--- src/rtl/mux_share_arbiter.sv ---
// Two-requester round-robin arbiter that drives the select of a 2:1 data mux and registers the chosen data.
// Grant appears one edge after the request; d_out/d_valid follow the grant by one further edge.
// A holder is rotated out after MAX_HOLD cycles only while the other side is waiting.
module mux_share_arbiter #(
    parameter int DW       = 1,
    parameter int MAX_HOLD = 4
) (
    input  logic          clk,
    input  logic          rst_n,
    input  logic          req1,
    input  logic          req2,
    input  logic [DW-1:0] d1,
    input  logic [DW-1:0] d2,
    output logic          gnt1,
    output logic          gnt2,
    output logic          sel,
    output logic [DW-1:0] d_out,
    output logic          d_valid
);

    localparam int HW = $clog2(MAX_HOLD + 1);
    localparam logic [HW-1:0] HOLD_MAX = HW'(MAX_HOLD);

    typedef enum logic [1:0] {
        IDLE   = 2'd0,
        GRANT1 = 2'd1,
        GRANT2 = 2'd2
    } state_t;

    state_t        state_q, state_d;
    logic [HW-1:0] hold_q, hold_d;
    logic          last2_q, last2_d;
    logic [DW-1:0] dout_q, dout_d;
    logic          dvld_q, dvld_d;

    always_comb begin
        state_d = state_q;
        hold_d  = hold_q;
        last2_d = last2_q;
        dout_d  = dout_q;
        dvld_d  = 1'b0;

        case (state_q)
            IDLE: begin
                if (req1 && req2) begin
                    state_d = last2_q ? GRANT1 : GRANT2;
                end else if (req1) begin
                    state_d = GRANT1;
                end else if (req2) begin
                    state_d = GRANT2;
                end
            end
            GRANT1: begin
                dout_d = d1;
                dvld_d = 1'b1;
                if (!req1) begin
                    state_d = req2 ? GRANT2 : IDLE;
                end else if (req2 && (hold_q == HOLD_MAX)) begin
                    state_d = GRANT2;
                end
            end
            GRANT2: begin
                dout_d = d2;
                dvld_d = 1'b1;
                if (!req2) begin
                    state_d = req1 ? GRANT1 : IDLE;
                end else if (req1 && (hold_q == HOLD_MAX)) begin
                    state_d = GRANT1;
                end
            end
            default: begin
                state_d = IDLE;
            end
        endcase

        // A fresh owner starts its hold count at 1; a continuing owner saturates.
        if (state_d == IDLE) begin
            hold_d = '0;
        end else if (state_d != state_q) begin
            hold_d  = HW'(1);
            last2_d = (state_d == GRANT2);
        end else if (hold_q != HOLD_MAX) begin
            hold_d = hold_q + 1'b1;
        end
    end

    always_ff @(posedge clk or negedge rst_n) begin
        if (!rst_n) begin
            state_q <= IDLE;
            hold_q  <= '0;
            last2_q <= 1'b1;
            dout_q  <= '0;
            dvld_q  <= 1'b0;
        end else begin
            state_q <= state_d;
            hold_q  <= hold_d;
            last2_q <= last2_d;
            dout_q  <= dout_d;
            dvld_q  <= dvld_d;
        end
    end

    assign gnt1    = (state_q == GRANT1);
    assign gnt2    = (state_q == GRANT2);
    assign sel     = (state_q == GRANT2);
    assign d_out   = dout_q;
    assign d_valid = dvld_q;

endmodule

--- config.mk ---
export PLATFORM = sky130hd
export DESIGN_NAME = mux_share_arbiter
export DESIGN_NICKNAME = d
export VERILOG_FILES = /design/src/rtl/mux_share_arbiter.sv
export SDC_FILE = /design/constraint.sdc
export NUM_CORES = 1
export LEC_CHECK = 0
export BUFFER_PORTS_ARGS = -buffer_cell sky130_fd_sc_hd__buf_2
export CAP_MARGIN = 10
export CORE_AREA = 2 2 39 41
export DETAILED_ROUTE_END_ITERATION = 10
export DIE_AREA = 0 0 41 43
export PLACE_DENSITY = 0.73
export REMOVE_ABC_BUFFERS = 1
export SETUP_SLACK_MARGIN = 0.3
export SLEW_MARGIN = 30
export SYNTH_ARGS = -nofsm -noshare
export SYNTH_HDL_FRONTEND = slang
export SYNTH_SLANG_ARGS = --single-unit
--- constraint.sdc ---
create_clock -name clk -period 3.9 [get_ports clk]
set_clock_uncertainty 0.2 [all_clocks]
set_input_delay 0.585 -clock clk [delete_from_list [all_inputs] [get_ports clk]]
set_output_delay 0.585 -clock clk [all_outputs]
set_load 0.005 [all_outputs]
==> flow_summary.ini, run 1 <==
[setup_path]
crit_type = reg -> reg
cp_slowest_cell = dfrtp_1
crit_required_ns = 3.86
arrival_ns = 2.28
slowest_delay_ns = 0.50
crit_chain = inv_1, ha_1, nand3_1, nor2_2, o31ai_4, or4_1, o21ai_0
critPathLaunchType = flip-flop
cp_max_fo = 12
critPathCaptureType = flip-flop

[global_route]
grt_max_degree = 13
antenna_found_initial = 0
grt_pass1_wl_um = 2100
grt_pass1_vias = 501
grt_overflow = 0
track_usage_pct = 17.1

[pwr]
power_density_mw_per_mm2 = 722
power_switching_mw = 0.247
ir_worst_vdd_mv = 0.323
power.internal_mw = 0.318
p_leak_nw = 0.336
pwr-share-comb_pct = 59.5
sw_frac_of_total_pct = 43.7
power_frac_seq_pct = 28.7
power_frac_clock_pct = 11.7

[floorplanning]
fp.dieH_um = 43
rows = 14
pin_count = 11
die_area_sq_mm = 0.00176
die_w_um = 41
initial_core_util_pct = 50.5
core_area_sq_mm = 0.00138

[yosys]
synthAdderAreaFrac_pct = 10.7
ys_types = 35
syn-cell-area_sq_um = 699
synth.largest_area_cell = dfrtp_1
synth_xor_area_share_pct = 2.50
synth_top_family_by_area = compound AO/OA/AOI/OAI gates
ys_ff_latch = 8
synth_edf_count = 0
yosysTopAreaCellShare_pct = 25.0
synth-main-ff-cell = dfrtp_1
ys_seq_area_share_pct = 28.8
synth.area.mux_share_pct = 8.05
async_reset_ff_share_pct = 100
syn-instance-count = 70
synth_compound_area_share_pct = 26.8
synth_simple_gate_area_share_pct = 15.9
synth.top_cells.by_area = dfrtp_1 (25%), ha_1 (11%), o21ai_4 (4.7%)
syn_area_per_cell_sq_um = 9.99
ys_warn_count = 0

[sta]
fin_crit_sh_pct = 59.7
fmax_ghz = 0.430
slew_violations = 0
maxSlewHeadroom_pct = 76.7
hold_violations = 0
rsz0062_at_grt = no
finalSetupTns_ns = 0
setup_viol = 0
worstMarginPinSlew_ns = 0.349
timing.final.crit_period_ns = 2.33
setup_ws_ns = 1.57

[routing]
drtAntennaViolNets = 0
vias_per_cell = 5.49
detail_route.wl_per_cell_um = 12.6
first_pass_iters = 3
drcViolationCount = 0
drt_iter0_drc = 2
drt-total-wl_um = 1240
vias = 538

[clock_network]
cts_buffers = 3
clkTransAtPathRegs_ns = 0.06
cts-htree-levels = 1
cts_tree = built
clock_latency_ns = 0.25
cts_hold_buffers = 1
clockBufferDepth = 2
cts_resized = 0
postCtsSetupBuffers = 0
cts_sinks = 8
cts-root-buf = clkbuf_4

[placement]
place_inst = 93
hpwl_um = 1010
place_ws_ns = 1.58
portBuffers = 10
gp_congestion = 0.843

[cells_and_area]
syn_to_final_growth_pct = 11.8
final_core_util_pct = 56.5
layout-drive-gt1-share_pct = 29.3
nets = 95
stdcell_count = 98
antenna_cells = 0

[job]
max_cap_violations = 0

[status]
status = finished clean

[worst_hold_path]
min_path_type = reg -> reg
[per-layer routing]
layer / vias to the layer above / wire length, um / track usage, %
li1: 280 / - / -
met2: 11 / 583 / 26.9
met1: 247 / 606 / 23.6
met4: 0 / 0 / 6.00
met5: - / 0 / 0
met3: 0 / 46 / 1.57
[logic make-up (layout without fill, tap and decap cells)]
logic type | after synthesis | in the layout
buf+inv | 10 | 22
flops | 8 | 8
mux | 5 | 5
xor+xnor | 2 | 2
fa+ha+maj | 6 | 6
simple gates | 20 | 20
compound gates | 19 | 19
[power by group through the flow]
stage | clock network (mW) | logic [mW] | registers [mW]
2_1_floorplan | 0 | 0.264 | 0.155
3_3_place_gp | 0 | 0.334 | 0.163
3_5_place_dp | 0 | 0.338 | 0.163
4_1_cts | 0.0701 | 0.340 | 0.162
5_1_grt | 0.0742 | 0.378 | 0.167
6_report | 0.0663 | 0.336 | 0.162
[worst max-delay path, delay by kind of cell, from the launching register on]
family,cells,cell delay [ns]
simple gates,3,0.83
buf+inv,1,0.20
flops,1,0.50
compound gates,2,0.24
fa+ha+maj,1,0.26
[layout by cell type (no fill, tap or decap), types with 2 or more instances in the layout]
master and instances:
mux2i_1 3, o31ai_1 2, ha_1 6, o221ai_1 2, o21ai_0 3, buf_2 10
a21oi_1 2, and2b_1 2, o21ai_4 2, nand3_1 4, xnor2_1 2, clkbuf_4 3
nand2_1 4, dfrtp_1 7, inv_1 7, nor2_1 2, or4_1 2
[through the flow]
step / power (mW) / cell area (sq um) / hold WS [ns]
2_1_floorplan: 0.419 / 676 / 0.0894
3_3_place_gp: 0.497 / 746 / 0.234
3_5_place_dp: 0.501 / 746 / 0.236
4_1_cts: 0.572 / 782 / 0.338
5_1_grt: 0.619 / 782 / 0.350
6_report: 0.565 / 782 / 0.334
[cells in the mapped netlist, types with 2 or more instances]
master,number
inv_1,7
o21ai_4,2
and2b_1,2
ha_1,6
dfrtp_1,7
o21ai_0,3
nand2_1,4
or4_1,2
o31ai_1,2
xnor2_1,2
nand3_1,4
o221ai_1,2
nor2_1,2
a21oi_1,2
mux2i_1,3
[worst paths after layout]
check / startpoint / to / slack (ns) / cells after the start
hold / removal: last2_q$_DFFE_PN1P_ / last2_q$_DFFE_PN1P_ / 0.33 / 2
hold reg to reg: last2_q$_DFFE_PN1P_ / last2_q$_DFFE_PN1P_ / 0.33 / 2
min in group asynchronous: rst_n / d_out$_DFFE_PN0P_ / 0.51 / 2
setup reg to reg: state_q[1]$_DFF_PN0_ / hold_q[2]$_DFFE_PN0P_ / 1.57 / 7
max in group asynchronous: rst_n / last2_q$_DFFE_PN1P_ / 2.76 / 2
setup / recovery: state_q[1]$_DFF_PN0_ / hold_q[2]$_DFFE_PN0P_ / 1.57 / 7
[flip-flops by register name, summed over array words and instances (netlist names)]
| name | count |
|---|---|
| d_valid | 1 |
| d_out | 1 |
| last2_q | 1 |
| state_q | 2 |
| hold_q | 3 |
[area by class of cell]
class	count	area, sq um
clock buffer	4	26.3
inverter	7	26.3
sequential	8	201
fill	115	602
multi-input combinational	52	448
timing repair buffer	11	60.1
tap	16	20.0
Power figures use the tool's default switching activity.
==> run 2: changes to the inputs <==
CORE_AREA = 2 2 42 44   (was 2 2 39 41)
DIE_AREA = 0 0 44 46   (was 0 0 41 43)
PLACE_DENSITY = 0.66   (was 0.73)
clock period = 1.9 ns   (was 3.9 ns; I/O delays follow)
==> run 2 against run 1 <==
Net effect:
- the run now ends with negative setup slack left
- fmax up 18%
- die area up 15%
- first-iteration DRC count grew to 2.5 times the previous value
- combinational power rose to 4.7 times the previous value
- cell count is 30% higher
- final area is 57% higher
- sequential share of layout area down 9.3 points
- register-to-register slack lost 1.6 ns
- flip-flop and latch count stayed put
- via count rose by 30%
- critical path depth increased by 1
- critical path type unchanged
- highest routed layer is now met4
==> flow_summary.ini, run 2 (synthesized netlist as in run 1, its figures left out) <==
[cells_and_area]
nFillCells = 111
largest_reg_flops = 3
multi_input_area_sq_um = 619
layout_commonest_cell = buf_4
final_area_sq_mm = 0.00122
antenna_cells = 0
nets = 123
seq_area_sq_um = 201
final_core_util_pct = 75.9
regMostFlops = hold_q
top_regs = hold_q (3), state_q (2)
syn_to_final_growth_pct = 75.1
layout_common_cells = buf_4 (17), buf_6 (14), dfrtp_1 (7), buf_2 (7), inv_2 (6)
stdcell_count = 127
layout-drive-gt1-share_pct = 72.7

[global_route]
antenna_found_initial = 0
grt_max_degree = 9
grt_pass1_wl_um = 3020
track_usage_pct = 21.0
grt_pass1_vias = 637
grt_overflow = 0

[floorplanning]
core_area_sq_mm = 0.00161
initial_core_util_pct = 43.3
rows = 15
pin_count = 11
die_area_sq_mm = 0.00202
die_w_um = 44
fp.dieH_um = 46

[clock_network]
clkTransAtPathRegs_ns = 0.06
cts-htree-levels = 1
clock_latency_ns = 0.26
cts-root-buf = clkbuf_4
cts_sinks = 8
cts_buffers = 3
clockBufferDepth = 2
cts_tree = built

[setup_path]
slowest_delay_ns = 0.40
rr_worst_depth = 8
arrival_ns = 1.91
crit_type = reg -> reg
critPathCaptureType = flip-flop
crit_required_ns = 1.84
r2r_start = hold_q[0]$_DFFE_PN0P_
startpoint = hold_q[0]$_DFFE_PN0P_
r2r-end = hold_q[2]$_DFFE_PN0P_
cp_max_fo = 5
critPathLaunchType = flip-flop
crit_family = compound AO/OA/AOI/OAI gates
endpoint = hold_q[2]$_DFFE_PN0P_
cp_slowest_cell = dfrtp_1
rrSetupSlack_ns = -0.07
cp.depth = 8
crit_chain = inv_2, ha_4, and3_4, nor2_4, o31ai_4, buf_4, xnor2_2, o21ai_1
critical_path_buf_inv_count = 2

[routing]
vias = 698
first_pass_iters = 2
detail_route.wl_per_cell_um = 15.7
drtAntennaViolNets = 0
drt_iter0_drc = 5
vias_per_cell = 5.50
drcViolationCount = 0
drt-total-wl_um = 1990

[placement]
place_ws_ns = -0.129
hpwl_um = 1230
place_inst = 113
portBuffers = 10
postPlaceCellArea_sq_um = 890
gp_congestion = 0.806

[worst_hold_path]
min_path_type = in -> reg

[pwr]
power_density_mw_per_mm2 = 1650
ir_worst_vdd_mv = 1.07
p_leak_nw = 0.511
finalPower_mw = 2.03

[status]
failed_checks = negative setup slack
status = finished, violations left

[sta]
setup_ws_ns = -0.0735
hold_violations = 0
maxSlewHeadroom_pct = 80.3
slew_violations = 0
setup_viol = 4
fmax_ghz = 0.507
fin_crit_sh_pct = 104
timing.final.crit_period_ns = 1.97
finalSetupTns_ns = -0.256
worstMarginPinSlew_ns = 0.295
rsz0062_at_grt = yes
holdWs_ns = 0.136

[job]
max_cap_violations = 0
[run 2: cell type report]
class                      instances  area share (%)
inverter                           7            2.15
sequential                         8            16.4
timing repair buffer              39            27.0
tap                               17            1.74
multi-input combinational         52            50.6
clock buffer                       4            2.15
[run 2: how the worst min path moves through the flow]
stage	start	endpoint	slack (ns)	cells past startpoint
5_1_grt	d1	d_out$_DFFE_PN0P_	0.13	3
2_1_floorplan	rst_n	d_out$_DFFE_PN0P_	-0.21	0
3_5_place_dp	rst_n	state_q[0]$_DFF_PN0_	-0.06	1
4_1_cts	d1	d_out$_DFFE_PN0P_	0.14	3
6_report	d1	d_out$_DFFE_PN0P_	0.14	3
3_3_place_gp	rst_n	state_q[1]$_DFF_PN0_	-0.06	1
[run 2: what timing repair did]
action | CTS | global route
resized for setup | 31 | 26
setup endpoints to repair | 9 | 9
gates cloned | 0 | 0
buffers inserted | 6 | 3
hold buffers | 1 | 0
pin swaps | 10 | 13
hold endpoints to repair | 8 | 0
[run 2: power by group]
group          switching, mW  leakage [nW]  internal, mW
Sequential            0.0506        0.0979         0.247
Combinational          0.695         0.398         0.890
Clock                 0.0621        0.0150        0.0806
Total                  0.808         0.511          1.22
[run 2: routing by layer]
layer  GRT usage (%)  wire length (um)  vias to the layer above
met4               0                27                        0
li1                -                 -                      333
met2            37.6              1110                       13
met3            7.14                64                        2
met1            26.0               787                      350
met5               0                 0                        -
[run 2: tightest hold or removal path, stage by stage]
cell and delay [ns]:
buf_2 0.08, mux2i_1 0.05, a21oi_1 0.13
==> run 3: changes to the inputs <==
CORE_AREA = 2 2 39 41   (was 2 2 42 44)
DIE_AREA = 0 0 41 43   (was 0 0 44 46)
PLACE_DENSITY = 0.73   (was 0.66)
clock period = 2.4 ns   (was 1.9 ns; I/O delays follow)
==> run 3 against run 2 <==
Net effect:
- the run now ends clean
- sequential power is 20% lower
- register-to-register slack better by 0.40 ns
- hold slack better by 0.080 ns
- cell count is 11% lower
- clock power is 21% lower
- combinational power is 41% lower
- flip-flop and latch count stayed put
- global-route usage is 0.35 points higher
- clock-buffer cell count stayed put
- largest cell class unchanged
- largest power group unchanged
- highest routed layer unchanged
==> flow_summary.ini, run 3 (synthesized netlist as in run 1, its figures left out) <==
[routing]
drt-total-wl_um = 1930
drtAntennaViolNets = 0
drt_iter0_drc = 12
detail_route.wl_per_cell_um = 17.1
vias = 656
drcViolationCount = 0
vias_per_cell = 5.81
first_pass_iters = 4

[cells_and_area]
final_area_sq_mm = 0.00101
antenna_cells = 0
largest_reg_flops = 3
regMostFlops = hold_q
stdcell_count = 113
syn_to_final_growth_pct = 44.5
layout_common_cells = buf_4 (13), buf_2 (10), dfrtp_1 (6)
layout-drive-gt1-share_pct = 56.7
nets = 110
top_regs = hold_q (3), state_q (2)
layout_commonest_cell = buf_4

[clock_network]
cts-htree-levels = 1
cts_buffers = 3
cts-root-buf = clkbuf_4
clkTransAtPathRegs_ns = 0.06
clockBufferDepth = 2
cts_sinks = 8
clock_latency_ns = 0.26
cts_tree = built

[pwr]
power_frac_seq_pct = 18.5
p_leak_nw = 0.420
ir_worst_vdd_mv = 0.690
power.internal_mw = 0.730
pwr-share-comb_pct = 72.7
power_density_mw_per_mm2 = 1280
power_frac_clock_pct = 8.7
sw_frac_of_total_pct = 43.4
finalPower_mw = 1.29
power_switching_mw = 0.559

[sta]
finalSetupTns_ns = 0
rsz0062_at_grt = yes
setup_viol = 0
fmax_ghz = 0.483
maxSlewHeadroom_pct = 76.8
slew_violations = 0
timing.final.crit_period_ns = 2.07
worstMarginPinSlew_ns = 0.348
fin_crit_sh_pct = 86.4
hold_violations = 0
holdWs_ns = 0.216

[setup_path]
rrSetupSlack_ns = 0.33
startpoint = state_q[0]$_DFF_PN0_
endpoint = hold_q[2]$_DFFE_PN0P_
critPathLaunchType = flip-flop
r2r-end = hold_q[2]$_DFFE_PN0P_
arrival_ns = 2.06
crit_type = reg -> reg
rr_worst_depth = 7
r2r_start = state_q[0]$_DFF_PN0_
crit_required_ns = 2.39
critPathCaptureType = flip-flop
cp_max_fo = 7

[floorplanning]
fp.dieH_um = 43
core_area_sq_mm = 0.00138
die_w_um = 41
die_area_sq_mm = 0.00176
initial_core_util_pct = 50.5
rows = 14
pin_count = 11

[placement]
place_inst = 95
portBuffers = 10
hpwl_um = 1140
postPlaceCellArea_sq_um = 761
gp_congestion = 0.832

[job]
max_cap_violations = 0

[status]
status = finished clean

[worst_hold_path]
min_path_cells = 3
min_path_type = in -> reg

[global_route]
grt_pass1_wl_um = 2540
grt_pass1_vias = 614
antenna_found_initial = 0
grt_overflow = 0
track_usage_pct = 21.4
grt_max_degree = 10
[run 3: changes by cell type in the layout (fill, tap and decap cells not counted), sizes merged]
| cell | delta |
|---|---|
| buf | -13 |
[run 3: metal layers]
| metal | wire length, um | vias to the layer above | GRT usage [%] |
|---|---|---|---|
| met1 | 834 | 320 | 26.8 |
| met3 | 71 | 7 | 2.09 |
| met4 | 43 | 0 | 12.0 |
| li1 | - | 308 | - |
| met5 | 0 | - | 0 |
| met2 | 984 | 21 | 33.8 |
[run 3: cell type report]
| class | count | area, sq um |
|---|---|---|
| clock buffers | 4 | 26.3 |
| multi-input cells | 52 | 553 |
| inverters | 7 | 28.8 |
| fillers | 96 | 373 |
| repair buffers | 26 | 180 |
| well taps | 16 | 20.0 |
| flip-flops and latches | 8 | 203 |
[run 3: how the worst min path moves through the flow]
stage / from / end / slack [ns]
after global placement: rst_n / state_q[1]$_DFF_PN0_ / 0.01
after floorplan: rst_n / d_out$_DFFE_PN0P_ / -0.14
after CTS: d1 / d_out$_DFFE_PN0P_ / 0.21
after detailed placement: rst_n / state_q[1]$_DFF_PN0_ / 0.01
final: d1 / d_out$_DFFE_PN0P_ / 0.22
after global routing: d2 / d_out$_DFFE_PN0P_ / 0.22
[run 3: timing repair]
action	CTS	global route
resized for setup	12	17
cloned	0	0
setup endpoints to repair	3	4
hold buffers	1	0
pin swaps	4	8
endpoints found under the hold margin	8	0
setup buffers	5	8
[run 3: through the flow]
step	util [%]	setup WS [ns]
2_1_floorplan	-	0.321
3_3_place_gp	55.0	0.264
3_5_place_dp	55.0	0.216
4_1_cts	64.6	0.301
5_1_grt	73.1	0.243
6_report	73.1	0.328
[run 3: power groups by stage]
stage | Sequential, mW | Clock [mW] | Combinational [mW]
detailed placement | 0.240 | 0 | 0.612
floorplan | 0.252 | 0 | 0.428
global placement | 0.237 | 0 | 0.601
CTS | 0.229 | 0.117 | 0.753
global route | 0.243 | 0.119 | 1.01
finish | 0.239 | 0.113 | 0.938
[run 3: critical path, stage by stage (launching register included)]
cell,delay [ns]
dfrtp_1,0.42
inv_2,0.13
ha_4,0.17
nand2_1,0.11
o21ai_4,0.28
o31ai_4,0.12
or4_1,0.48
o21ai_1,0.08
